**config.mk**
```make
export PLATFORM = sky130hd
export DESIGN_NAME = cafe_machine
export DESIGN_NICKNAME = d
export VERILOG_FILES = /design/src/rtl/cafe_pkg.sv /design/src/rtl/cafe_coin_decoder.sv /design/src/rtl/cafe_machine.sv
export SDC_FILE = /design/constraint.sdc
export NUM_CORES = 1
export LEC_CHECK = 0
export ABC_AREA = 0
export CAP_MARGIN = 20
export CORE_MARGIN = 2
export CORE_UTILIZATION = 46
export CTS_CLUSTER_SIZE = 12
export DETAILED_ROUTE_END_ITERATION = 6
export GPL_TIMING_DRIVEN = 1
export PLACE_DENSITY = 0.7
export REMOVE_ABC_BUFFERS = 1
export SLEW_MARGIN = 20
export SYNTH_ARGS = -nofsm -noshare
export SYNTH_HDL_FRONTEND = slang
export SYNTH_SLANG_ARGS = --single-unit
```
**constraint.sdc**
```tcl
create_clock -name clk -period 3.3 [get_ports clk]
set_input_delay 0.99 -clock clk [delete_from_list [all_inputs] [get_ports clk]]
set_output_delay 0.99 -clock clk [all_outputs]
set_load 0.03 [all_outputs]
```
**src/rtl/cafe_pkg.sv**
```systemverilog
`default_nettype none
// ============================================================================
// Module      : cafe_pkg
// Description : Shared coin codes, coin values and credit width for the
//               coffee vending controller.
// Revision    : 1.0 - initial release
// ============================================================================
package cafe_pkg;

    localparam int CREDIT_W = 5;

    localparam logic [1:0] COIN_NONE = 2'b00;
    localparam logic [1:0] COIN_5    = 2'b01;
    localparam logic [1:0] COIN_10   = 2'b10;
    localparam logic [1:0] COIN_20   = 2'b11;

    localparam logic [CREDIT_W-1:0] VAL_5  = 5'd5;
    localparam logic [CREDIT_W-1:0] VAL_10 = 5'd10;
    localparam logic [CREDIT_W-1:0] VAL_20 = 5'd20;

endpackage
`default_nettype wire

```
**src/rtl/cafe_coin_decoder.sv**
```systemverilog
`default_nettype none
// ============================================================================
// Module      : cafe_coin_decoder
// Description : Combinational map from the 2-bit coin code to its value.
// Revision    : 1.0 - initial release
// ============================================================================
module cafe_coin_decoder
    import cafe_pkg::*;
(
    input  logic [1:0]          code,
    output logic [CREDIT_W-1:0] value
);

    always_comb begin
        value = '0;
        case (code)
            COIN_NONE: value = '0;
            COIN_5:    value = VAL_5;
            COIN_10:   value = VAL_10;
            COIN_20:   value = VAL_20;
            default:   value = '0;
        endcase
    end

endmodule
`default_nettype wire

```
**src/rtl/cafe_machine.sv**
```systemverilog
`default_nettype none
// ============================================================================
// Module      : cafe_machine
// Description : Coin-operated coffee controller; accumulates credit and
//               pulses a registered dispense strobe with the change amount.
// Revision    : 1.0 - initial release
// ============================================================================
module cafe_machine
    import cafe_pkg::*;
#(
    parameter int PRICE = 15
) (
    input  logic                clk,
    input  logic                rst,
    input  logic [1:0]          in,
    output logic                out,
    output logic [CREDIT_W-1:0] change
);

    localparam logic [CREDIT_W-1:0] c_price = CREDIT_W'(PRICE);

    logic [CREDIT_W-1:0] r_credit;
    logic                r_out;
    logic [CREDIT_W-1:0] r_change;
    logic [CREDIT_W-1:0] w_coin_val;
    logic [CREDIT_W-1:0] w_sum;
    logic                w_buy;

    cafe_coin_decoder u_decoder (
        .code  (in),
        .value (w_coin_val)
    );

    // Credit never exceeds PRICE-5, so the sum peaks at 30 and fits 5 bits.
    assign w_sum = r_credit + w_coin_val;
    assign w_buy = (w_sum >= c_price);

    always_ff @(posedge clk) begin
        if (rst) begin
            r_credit <= '0;
            r_out    <= 1'b0;
            r_change <= '0;
        end else if (w_buy) begin
            r_credit <= '0;
            r_out    <= 1'b1;
            r_change <= w_sum - c_price;
        end else begin
            r_credit <= w_sum;
            r_out    <= 1'b0;
            r_change <= '0;
        end
    end

    assign out    = r_out;
    assign change = r_change;

endmodule
`default_nettype wire

```
Word-level counts from Yosys, hierarchy flattened. Index checks and enable logic that the tools add are counted.

Bits in registers: 11. Input bits: 4. Output and inout bits: 6. Word-level logic and storage cells: 15.

$add $sub $neg: 2. $lt $le $gt $ge: 1. Eq/ne operators: 3. Muxes and demuxes: 2. Bitwise gates (word level): 1. Reductions and logical operators: 3.

Operators with widths (count): $pmux 5 s4 (1); $add 5x5->5 (1); $ge 5x4->1 const B (1); $sub 5x4->5 const B (1); $eq 2x2->1 const B (2); $reduce_or 2->1 (2); $eq 2x1->1 const B (1); $logic_not 2->1 (1); $mux 1 (1); $not 1->1 (1).

Depth between registers and ports, before layout. Gate-level depths: netlist of run 1.

Depth in word-level cells: 6. Depth in mapped cells: 10. Depth with buffers taken out: 10.

Cells and area by module. A second synthesis of run 1 with hierarchy kept.

Cell total of the unflattened synthesis: 64. Area, all modules: 644.4 um^2.

Modules (own cells, without submodules): cafe_machine (times used 1, cells each 59, area an instance 610.6 um^2); cafe_coin_decoder (times used 1, cells each 5, area an instance 33.8 um^2).

Worst setup path after synthesis of run 1. No wires, ideal clock.

Path type: input port to flip-flop. From: in in[0]. To: reg r_credit[3]. Data arrival time: 3.223 ns. Required time: 3.213 ns. Slack: -0.010 ns. Stages on the path: 10. Buffers on the path: 0. Path through: nor2b_1 > ha_1 > ha_1 > or3_4 > o22ai_4 > xnor2_1 > ha_1 > or3_4 > mux2i_4 > nor4b_2.

Cells in the longest elaborated chain, start to end: 5. Elaborated cells between the ends (all ways): 8. Classes of those cells: add/sub: 1; order compare: 1; eq/ne: 3; mux: 1; reduce/logical: 2.

RTL lines: start: declaration (RTL line cafe_machine.sv:15) `input logic [1:0] in,`; $eq 2x2->1 (tied with other cells) (RTL line cafe_coin_decoder.sv:16) `case (code)`; $pmux 5 s4 (*) (RTL line cafe_coin_decoder.sv:16); $add 5x5->5 (*) (RTL line cafe_machine.sv:35) `assign w_sum = r_credit + w_coin_val;`; $ge 5x4->1 (RTL line cafe_machine.sv:36) `assign w_buy = (w_sum >= c_price);`; $reduce_or 2->1 (no source line); end signal: assignment (RTL line cafe_machine.sv:48) `r_credit <= w_sum;`; end: declaration (RTL line cafe_machine.sv:22) `logic [CREDIT_W-1:0] r_credit;`.

Every way passes the cells marked *; elsewhere a longest branch is shown, timed or not. A chain may end at the register's enable or synchronous reset.

Worst setup path after layout of run 1. Ends and elaborated chain as after synthesis.

==> results.py, run 1 <==
metrics = {
    "floorplan": {
        "rows": 13,
        "die-width_um": 42.5,
        "core_sq_mm": 0.00133,
        "start_util": 0.510,
        "io_pins": 10,
        "fp.dieArea_sq_mm": 0.00180,
        "die_h_um": 42.5,
    },
    "global_routing": {
        "grt_pass1_wl_um": 2680,
        "first_global_vias": 617,
        "antenna_found_initial": 0,
        "grt_overflow_total": 0,
        "grt_usage": 0.198,
        "grt_max_degree": 11,
    },
    "routing": {
        "avgRoutedWirePerCell_um": 15.0,
        "via_count": 586,
        "vias_per_cell": 5.38,
        "final_antenna_net_count": 0,
        "drc": 0,
        "first_pass_iters": 3,
        "totalWireLength_um": 1630,
        "drt_iter0_markers": 7,
    },
    "finish": {
        "insertedDiodeCount": 0,
        "drive_above_1_share": 0.415,
        "area_growth_pct": 48.5,
        "mostFrequentLayoutCells": "17 x buf_4, 11 x dfxtp_1, 7 x clkdlybuf4s50_1, 4 x inv_1",
        "final_common_cell": "buf_4",
        "final_util": 0.758,
        "finalNetCount": 105,
    },
    "placed_design": {
        "gp_congestion": 0.810,
        "io_buffers": 9,
        "place_ws_ns": -0.626,
    },
    "setup_path": {
        "required_ns": 3.49,
        "r2r_cells": 9,
        "cp-end-kind": "register",
        "crit_fanout": 5,
        "r2r-end": "r_credit[3]$_SDFF_PP0_",
        "start_kind": "primary input",
        "reg2reg_from": "r_credit[1]$_SDFF_PP0_",
        "crit_path_end": "r_credit[3]$_SDFF_PP0_",
        "crit_arrival_ns": 3.41,
        "crit_type": "primary input to register",
        "worstSetupStartpoint": "in[0]",
        "rrSetupSlack_ns": 0.71,
    },
    "timing": {
        "period_share": 0.978,
        "fin_crit_ns": 3.23,
        "setup_slack_ns": 0.0728,
        "setup_tns_ns": 0,
        "drv_slew": 0,
        "fmax_ghz": 0.310,
        "skew_ns": 0.00224,
        "setup_violations": 0,
        "final-hold-violation-count": 0,
        "whs_ns": 0.686,
    },
    "run": {
        "drv_cap": 0,
    },
    "synthesis": {
        "synth_xor_area_frac": 0.0717,
        "synth_cells": 63,
        "synth_top_area_share": 0.324,
        "synthTopCellsByArea": "dfxtp_1 32%, ha_1 11%, a211oi_1 3.3%",
        "yosysWarnings": 0,
        "synth.largest_area_cell": "dfxtp_1",
        "synth-simple-area-share": 0.274,
        "syn_area_per_cell_sq_um": 10.8,
        "synth_compound_area_frac": 0.149,
        "ys_seq_area_frac": 0.324,
        "syn-cell-area_sq_um": 681,
        "ys_ff_latch": 11,
        "yosys.cell_types.count": 36,
        "synth_top_family_by_area": "simple AND/OR/NAND/NOR gates",
        "synthMuxAreaShare": 0.0331,
        "synthAdderAreaFrac": 0.110,
    },
    "power_and_ir_drop": {
        "total_power_uw": 378,
        "p_per_area_mw_per_mm2": 374,
        "peakVddDrop_mv": 0.301,
        "p_leak_nw": 0.438,
    },
    "clock_network": {
        "cts_root_buf": "clkbuf_4",
        "clkTransAtPathRegs_ns": 0.07,
        "cts_tree": "done",
        "numCtsBuffers": 3,
        "clk_latency_ns": 0.27,
        "cts_hold_buf": 0,
        "htreeDepth": 1,
        "clock_sinks": 11,
        "cts_buffer_depth": 2,
    },
    "worst_hold_path": {
        "hp-class": "register to register",
    },
    "run_status": {
        "outcome": "completed",
    },
}
flip-flops by register name (all words and copies together), names as in the netlist:
signal    flops
r_credit      5
change        5
out           1
metal layers:
metal / vias to the layer above / wire length [um] / track usage
met5: - / 0 / 0
met4: 0 / 63 / 0.144
met3: 8 / 37 / 0.0259
met2: 13 / 755 / 0.308
met1: 264 / 774 / 0.247
li1: 301 / - / -
Yosys cell counts:
master and n:
nand4b_1 2, inv_1 4, a211oi_1 3, o211ai_1 1, and4b_1 2, xnor3_1 1
and4bb_1 1, and3b_1 1, xor2_1 1, nor2b_1 2, and2_1 1, nand2b_1 1
a21oi_1 1, or2_2 1, nor2_1 1, nand3b_1 1, nand2_1 1, conb_1 1
nor3b_2 1, mux2i_4 1, o21a_1 1, nand3_1 1, ha_1 6, a21boi_1 1
nor4b_2 1, o2111a_1 1, a31oi_1 2, and3b_2 1, nor3_1 2, dfxtp_1 11
or3_4 2, o21bai_1 1, xnor2_1 2, o22ai_4 1, nand4_1 1, buf_4 1
through the flow:
stage | cells | area (sq um)
2_1_floorplan | 62 | 673
3_3_place_gp | 102 | 902
3_5_place_dp | 102 | 902
4_1_cts | 108 | 985
5_1_grt | 109 | 1010
6_report | 109 | 1010
repair_timing:
action / CTS / global route
pin swaps: 4 / 7
gates resized for setup: 10 / 8
gates cloned: 1 / 0
setup buffers: 1 / 1
setup endpoints to repair: 10 / 10
where the power goes:
part / switching [mW] / internal (mW) / total, mW
clock: 0.0456 / 0.0468 / 0.0924
combinational: 0.0639 / 0.0744 / 0.138
sequential: 0.00417 / 0.143 / 0.147
total: 0.114 / 0.264 / 0.378
worst min path at each step:
stage / cells past startpoint / slack [ns] / start / to
6_report: 3 / 0.69 / r_credit[0]$_SDFF_PP0_ / change[0]$_SDFF_PP0_
3_3_place_gp: 3 / 0.66 / r_credit[0]$_SDFF_PP0_ / change[0]$_SDFF_PP0_
5_1_grt: 3 / 0.71 / r_credit[0]$_SDFF_PP0_ / change[0]$_SDFF_PP0_
4_1_cts: 3 / 0.69 / r_credit[0]$_SDFF_PP0_ / change[0]$_SDFF_PP0_
3_5_place_dp: 3 / 0.67 / r_credit[0]$_SDFF_PP0_ / change[0]$_SDFF_PP0_
2_1_floorplan: 2 / 0.55 / r_credit[0]$_SDFF_PP0_ / change[0]$_SDFF_PP0_
worst max-delay path: stages:
cell and delay, ns:
clkbuf_2 0.11, nor2b_1 0.14, ha_2 0.19, ha_2 0.20
or3_4 0.38, o22ai_4 0.22, xnor2_2 0.10, ha_2 0.20
or3_4 0.42, mux2i_4 0.23, nor4b_4 0.24
cells by family after synthesis:
group	after synthesis
simple gates	23
xor+xnor	4
fa+ha+maj	6
buf+inv	5
compound gates	12
other cells	1
mux	1
flops	11
layout make-up:
class                      count  area, sq um
fill                         110          323
timing repair buffer          27          219
multi-input combinational     48          512
inverter                       4         15.0
sequential                    11          220
clock buffer                   4         26.3
tap                           15         18.8
Note: power is estimated with default switching activity, not from simulation.
==> inputs of run 2 (changes only) <==
--- a/config.mk
+++ b/config.mk
@@ -14,7 +14,7 @@
 export GPL_TIMING_DRIVEN = 1
 export PLACE_DENSITY = 0.7
 export REMOVE_ABC_BUFFERS = 1
-export SLEW_MARGIN = 20
+export SLEW_MARGIN = 40
 export SYNTH_ARGS = -nofsm -noshare
 export SYNTH_HDL_FRONTEND = slang
 export SYNTH_SLANG_ARGS = --single-unit
==> constraint.sdc (replaced) <==
create_clock -name clk -period 3.3 [get_ports clk]
set_input_delay 0.99 -clock clk [delete_from_list [all_inputs] [get_ports clk]]
set_output_delay 0.99 -clock clk [all_outputs]
set_load 0.01 [all_outputs]
==> results of run 2 <==
Same layout as run 1 (identical final DEF). Status: completed.
Among the figures that moved: total power 0.378 mW -> 0.368 mW; worst IR drop on VDD 0.301 mV -> 0.291 mV
